`src/rtl/rf_pkg.sv`:
```
// Shared constants and helpers for the register file and its busy scoreboard.
package rf_pkg;

  localparam int DATA_W_DEF = 32;
  localparam int ADDR_W_DEF = 5;

  function automatic logic is_zero_reg(input logic [31:0] addr, input logic zero_reg);
    return zero_reg && (addr == 32'd0);
  endfunction

endpackage

```
`src/rtl/rf_scoreboard.sv`:
```
// Per-register busy bits: set on accepted issue, cleared on writeback or flush,
// with the issue handshake and a registered count of pending registers.
module rf_scoreboard
  import rf_pkg::*;
#(
  parameter int ADDR_W   = ADDR_W_DEF,
  parameter int ZERO_REG = 1
) (
  input  logic                     clk,
  input  logic                     reset,
  input  logic                     RegWrite,
  input  logic [ADDR_W-1:0]        WriteAddr,
  input  logic                     IssueValid,
  input  logic [ADDR_W-1:0]        IssueAddr,
  input  logic                     Flush,
  output logic                     IssueReady,
  output logic [(1<<ADDR_W)-1:0]   Busy,
  output logic [ADDR_W:0]          PendingCount
);

  localparam int DEPTH = 1 << ADDR_W;

  logic [DEPTH-1:0] busy_q, busy_d;
  logic [ADDR_W:0]  cnt_q, cnt_d;
  logic             wr_eff, iss_zero, retire_iss, issue_ok, issue_set, inc, dec;

  always_comb begin
    wr_eff     = RegWrite & ~is_zero_reg(32'(WriteAddr), ZERO_REG != 0);
    iss_zero   = is_zero_reg(32'(IssueAddr), ZERO_REG != 0);
    retire_iss = RegWrite & (WriteAddr == IssueAddr);
    // A pending destination may be reissued only in the cycle it retires.
    issue_ok   = ~Flush & (iss_zero | ~(busy_q[IssueAddr] & ~retire_iss));
    issue_set  = IssueValid & issue_ok & ~iss_zero;
    inc        = issue_set & ~busy_q[IssueAddr];
    dec        = wr_eff & busy_q[WriteAddr] & ~(issue_set & (WriteAddr == IssueAddr));

    busy_d = busy_q;
    if (wr_eff)    busy_d[WriteAddr] = 1'b0;
    if (issue_set) busy_d[IssueAddr] = 1'b1;
    if (Flush)     busy_d = '0;

    cnt_d = cnt_q;
    if (Flush)            cnt_d = '0;
    else if (inc && !dec) cnt_d = cnt_q + {{ADDR_W{1'b0}}, 1'b1};
    else if (dec && !inc) cnt_d = cnt_q - {{ADDR_W{1'b0}}, 1'b1};
  end

  always_ff @(posedge clk or posedge reset) begin
    if (reset) begin
      busy_q <= '0;
      cnt_q  <= '0;
    end else begin
      busy_q <= busy_d;
      cnt_q  <= cnt_d;
    end
  end

  assign IssueReady   = issue_ok;
  assign Busy         = busy_q;
  assign PendingCount = cnt_q;

endmodule

```
`src/rtl/regfile_scoreboard.sv`:
```
// Two-read/one-write register file with optional hardwired zero register,
// optional write-to-read bypass and a busy scoreboard for hazard detection.
module regfile_scoreboard
  import rf_pkg::*;
#(
  parameter int DATA_W   = DATA_W_DEF,
  parameter int ADDR_W   = ADDR_W_DEF,
  parameter int ZERO_REG = 1,
  parameter int BYPASS   = 1
) (
  input  logic              clk,
  input  logic              reset,
  input  logic [ADDR_W-1:0] ReadAddr1,
  input  logic [ADDR_W-1:0] ReadAddr2,
  output logic [DATA_W-1:0] ReadData1,
  output logic [DATA_W-1:0] ReadData2,
  output logic              ReadBusy1,
  output logic              ReadBusy2,
  input  logic              RegWrite,
  input  logic [ADDR_W-1:0] WriteAddr,
  input  logic [DATA_W-1:0] WriteData,
  input  logic              IssueValid,
  input  logic [ADDR_W-1:0] IssueAddr,
  output logic              IssueReady,
  input  logic              Flush,
  output logic [ADDR_W:0]   PendingCount
);

  localparam int DEPTH = 1 << ADDR_W;

  logic [DATA_W-1:0] regs_q [DEPTH];
  logic [DEPTH-1:0]  busy;
  logic              wr_eff;
  logic [ADDR_W-1:0] ra      [2];
  logic [DATA_W-1:0] rd_data [2];
  logic              rd_busy [2];

  assign wr_eff = RegWrite & ~is_zero_reg(32'(WriteAddr), ZERO_REG != 0);

  always_ff @(posedge clk or posedge reset) begin
    if (reset) begin
      for (int i = 0; i < DEPTH; i++) regs_q[i] <= '0;
    end else if (wr_eff) begin
      regs_q[WriteAddr] <= WriteData;
    end
  end

  assign ra[0] = ReadAddr1;
  assign ra[1] = ReadAddr2;

  always_comb begin
    for (int p = 0; p < 2; p++) begin
      rd_data[p] = regs_q[ra[p]];
      rd_busy[p] = busy[ra[p]];
      // Forwarding the retiring value also hides the busy bit it is about to clear.
      if ((BYPASS != 0) && wr_eff && (WriteAddr == ra[p])) begin
        rd_data[p] = WriteData;
        rd_busy[p] = 1'b0;
      end
      if (is_zero_reg(32'(ra[p]), ZERO_REG != 0)) begin
        rd_data[p] = '0;
        rd_busy[p] = 1'b0;
      end
    end
  end

  assign ReadData1 = rd_data[0];
  assign ReadData2 = rd_data[1];
  assign ReadBusy1 = rd_busy[0];
  assign ReadBusy2 = rd_busy[1];

  rf_scoreboard #(
    .ADDR_W   (ADDR_W),
    .ZERO_REG (ZERO_REG)
  ) u_sb (
    .clk          (clk),
    .reset        (reset),
    .RegWrite     (RegWrite),
    .WriteAddr    (WriteAddr),
    .IssueValid   (IssueValid),
    .IssueAddr    (IssueAddr),
    .Flush        (Flush),
    .IssueReady   (IssueReady),
    .Busy         (busy),
    .PendingCount (PendingCount)
  );

endmodule

```
`config.mk`:
```
export PLATFORM = sky130hd
export DESIGN_NAME = regfile_scoreboard
export DESIGN_NICKNAME = d
export VERILOG_FILES = /design/src/rtl/rf_pkg.sv /design/src/rtl/rf_scoreboard.sv /design/src/rtl/regfile_scoreboard.sv
export SDC_FILE = /design/constraint.sdc
export NUM_CORES = 2
export LEC_CHECK = 0
export CORE_MARGIN = 3
export CORE_UTILIZATION = 59
export CTS_BUF_LIST = sky130_fd_sc_hd__clkbuf_8
export DETAILED_ROUTE_END_ITERATION = 8
export GPL_TIMING_DRIVEN = 0
export PLACE_DENSITY_LB_ADDON = 0.05
export SLEW_MARGIN = 15
export SYNTH_ARGS = -nofsm -noshare
export SYNTH_HDL_FRONTEND = slang
export SYNTH_HIERARCHICAL = 1
export SYNTH_SLANG_ARGS = --single-unit
```
`constraint.sdc`:
```
create_clock -name clk -period 31.4 [get_ports clk]
set_input_delay 3.14 -clock clk [delete_from_list [all_inputs] [get_ports clk]]
set_output_delay 3.14 -clock clk [all_outputs]
set_load 0.01 [all_outputs]
```
==> flow_metrics.tcl <==
set metrics [dict create \
    status "finished clean" \
    post_cts_buffers 0 \
    ys.warnings.count 6 \
    path_delay_family "buffers and inverters" \
    firstDrtPassIters 6 \
    numPortBuffers 117 \
    syn_to_final_growth_pct 12.6 \
    rsz0062_at_grt "no" \
    die_h_um 321 \
    track_usage_pct 47.3 \
    h-tree-depth 4 \
    fmax_ghz 0.0870 \
    nets 4594 \
    postSynthAreaPerCell_um2 14.0 \
    maxSlewViolCount 0 \
    max_stage_delay_ps 960 \
    whs_path_depth 1 \
    grt_pass1_wl_mm 336 \
    slew_headroom_pct 2.04 \
    tightest_slew_ps 1470 \
    period_share_pct 36.6 \
    clkLatencyLatePin_ps 900 \
    wire_per_inst_um 40.7 \
    startpoint "ReadAddr2[2]" \
    grt_pass1_vias 44000 \
    endpoint_kind "output port" \
    synth_cell_type_count 72 \
    worstPathRequired_ps 28260 \
    hp-class "reg2reg" \
    cts_hold_buf 0 \
    setup_viol 0 \
    synth_top_area_share_pct 45.3 \
    r2r_start "u_sb/Busy[8]$_DFF_PP0_" \
    grt_max_degree 37 \
    cts_tree "built" \
    fin_util_pct 67.7 \
    path_buf_inv 8 \
    stdcell_area_um2 66000 \
    drv_cap 0 \
    core_area_um2 97600 \
    critPathSlowestCell "clkbuf_1" \
    drc 0 \
    fin_worst_skew_ps 19.3 \
    synth_top_cell_by_area "dfrtp_1" \
    critPathArrivalTime_ps 8350 \
    finalSetupTns_ps 0 \
    async_flop_share_pct 100 \
    instances_no_fill 5971 \
    post-place-ws_ps 20400 \
    dp_hpwl_mm 166 \
    final_antenna_net_count 0 \
    fill_cells 7290 \
    cp_max_fo 10 \
    crit_type "in2out" \
    syn_nets 4257 \
    synth_commonest_cells "dfrtp_1, mux2_2, mux4_2, mux2i_1, clkbuf_1" \
    timing.final.ws_setup_ps 19910 \
    drt_iter0_drc 6590 \
    synth_seq_cells 1062 \
    gp_congestion 1.04 \
    viasPerCell 7.56 \
    seq_area_frac_synth_pct 45.3 \
    clock_sinks 1062 \
    leakage_uw 0.0290 \
    pwr_density_cell_nw_per_um2 61.2 \
    final-hold-violation-count 0 \
    postRouteWirelength_mm 243 \
    antenna_found_initial 20 \
    cts_root_buf "clkbuf_8" \
    synth_edf_count 0 \
    die_area_um2 103000 \
    route.vias.total 45200 \
    cts_buffer_depth 3 \
    synth_cells 4195 \
    cts_resized 0 \
    drive_above_1_share_pct 42.3 \
    num_io_pins 130 \
    vdd_drop_max_v 0.0000431 \
    final.min_clock_period_ps 11490 \
    worstPathCellList "clkdlybuf4s50_1 -> buf_4 -> buf_2 -> buf_2 -> clkbuf_1 -> clkbuf_1 -> buf_8 -> a211oi_1 -> nor3_1 -> a211o_1 -> clkdlybuf4s50_1" \
    synth_most_common_cell "dfrtp_1" \
    min_from "regs_q[1001]$_DFFE_PP0P_" \
    synthTopCellsByArea "dfrtp_1, mux2_2, mux4_2, mux2i_1, clkbuf_1" \
    gr-total-overflow 0 \
    place_area_um2 62200 \
    die_x_um 321 \
    yosys_most_used_dff "dfrtp_1" \
    rr_worst_depth 12 \
    crit_cells 11 \
    startpoint_type "input pin" \
    rows 114 \
    place_inst 5626 \
    start_util_pct 60.1 \
    netlist_area_um2 58600 \
    cts_buffers 180 \
    clk_pin_slew_ps 70 \
]
stage by stage:
step           total power, uW  hold WS [ps]
2_1_floorplan             2410           441
3_3_place_gp              2680           452
3_5_place_dp              2710           463
4_1_cts                   4000           480
5_1_grt                   4160           498
6_report                  4040           484
power by group:
part,switching (uW),internal [uW],total (uW)
logic,424,491,915
registers,193,1620,1820
clock network,613,694,1310
path summary, 6_finish.rpt:
path,slack [ps],endpoint
max,19910,ReadData2[6]
min,480,regs_q[1001]$_DFFE_PP0P_
max reg2reg,27710,u_sb/PendingCount[5]$_DFFE_PP0P_
min reg2reg,480,regs_q[1001]$_DFFE_PP0P_
max in group asynchronous,26590,regs_q[645]$_DFFE_PP0P_
min in group asynchronous,2520,u_sb/PendingCount[2]$_DFFE_PP0P_
kinds of logic (layout without fill, tap and decap cells):
family                   Yosys count  in the layout  share of synthesized area (%)
flip-flops                      1062           1062                           45.3
other                              0             18                              0
XOR/XNOR                          18             18                          0.269
buffers and inverters            496            978                           3.73
multiplexers                    1749           1749                           40.7
AND/OR/NAND/NOR                  369            369                           3.24
AO/OA/AOI/OAI                    496            496                           6.60
adder cells (fa/ha/maj)            5              5                          0.120
cell type report:
cell class	count	area, um2	area share (%)
diodes	18	45.0	0.0682
plain buffers	480	2190	3.32
clock buffers	243	3340	5.07
clock inverters	84	398	0.603
inverters	16	63.8	0.0967
multi-input cells	2637	29900	45.3
flip-flops and latches	1062	26600	40.3
well taps	1276	1600	2.42
repair buffers	155	1920	2.90
layout by cell type (no fill, tap or decap), types with 11 or more instances in the layout:
cell             instances
o31ai_1                 16
nor2_1                  35
o221ai_1                36
dfrtp_1               1062
nor3_1                  35
clkdlybuf4s50_1        117
nor3b_1                 27
nand2b_1                12
a21oi_1                 58
buf_2                  118
nand2_1                145
a22oi_1                 59
clkbuf_8               243
xnor2_1                 11
nand3b_1                29
inv_1                   78
a221oi_1                45
mux2_1                  15
mux2i_1                308
buf_4                   47
a221o_1                 17
clkbuf_1               222
nand3_1                 14
mux2_2                1022
diode_2                 18
a211o_1                 24
o21bai_1                12
mux4_2                 404
clkbuf_2                47
a2111oi_2               19
a211oi_1                61
o21ai_0                 47
buf_1                   45
nor2b_1                 30
o22ai_1                 43
a32o_1                  32
buf_12                  32
metal layers:
metal / routed length (um) / vias to the layer above / track usage, %
met1: 87200 / 23500 / 59.6
li1: - / 16900 / -
met3: 33800 / 1040 / 19.6
met5: 231 / - / 0
met2: 101000 / 3725 / 65.7
met4: 20600 / 20 / 34.2
state kept, by name (all words and copies together), names as in the netlist:
signal	count
regs_q	1024
u_sb/Busy	32
u_sb/PendingCount	6
Power figures use the tool's default switching activity.
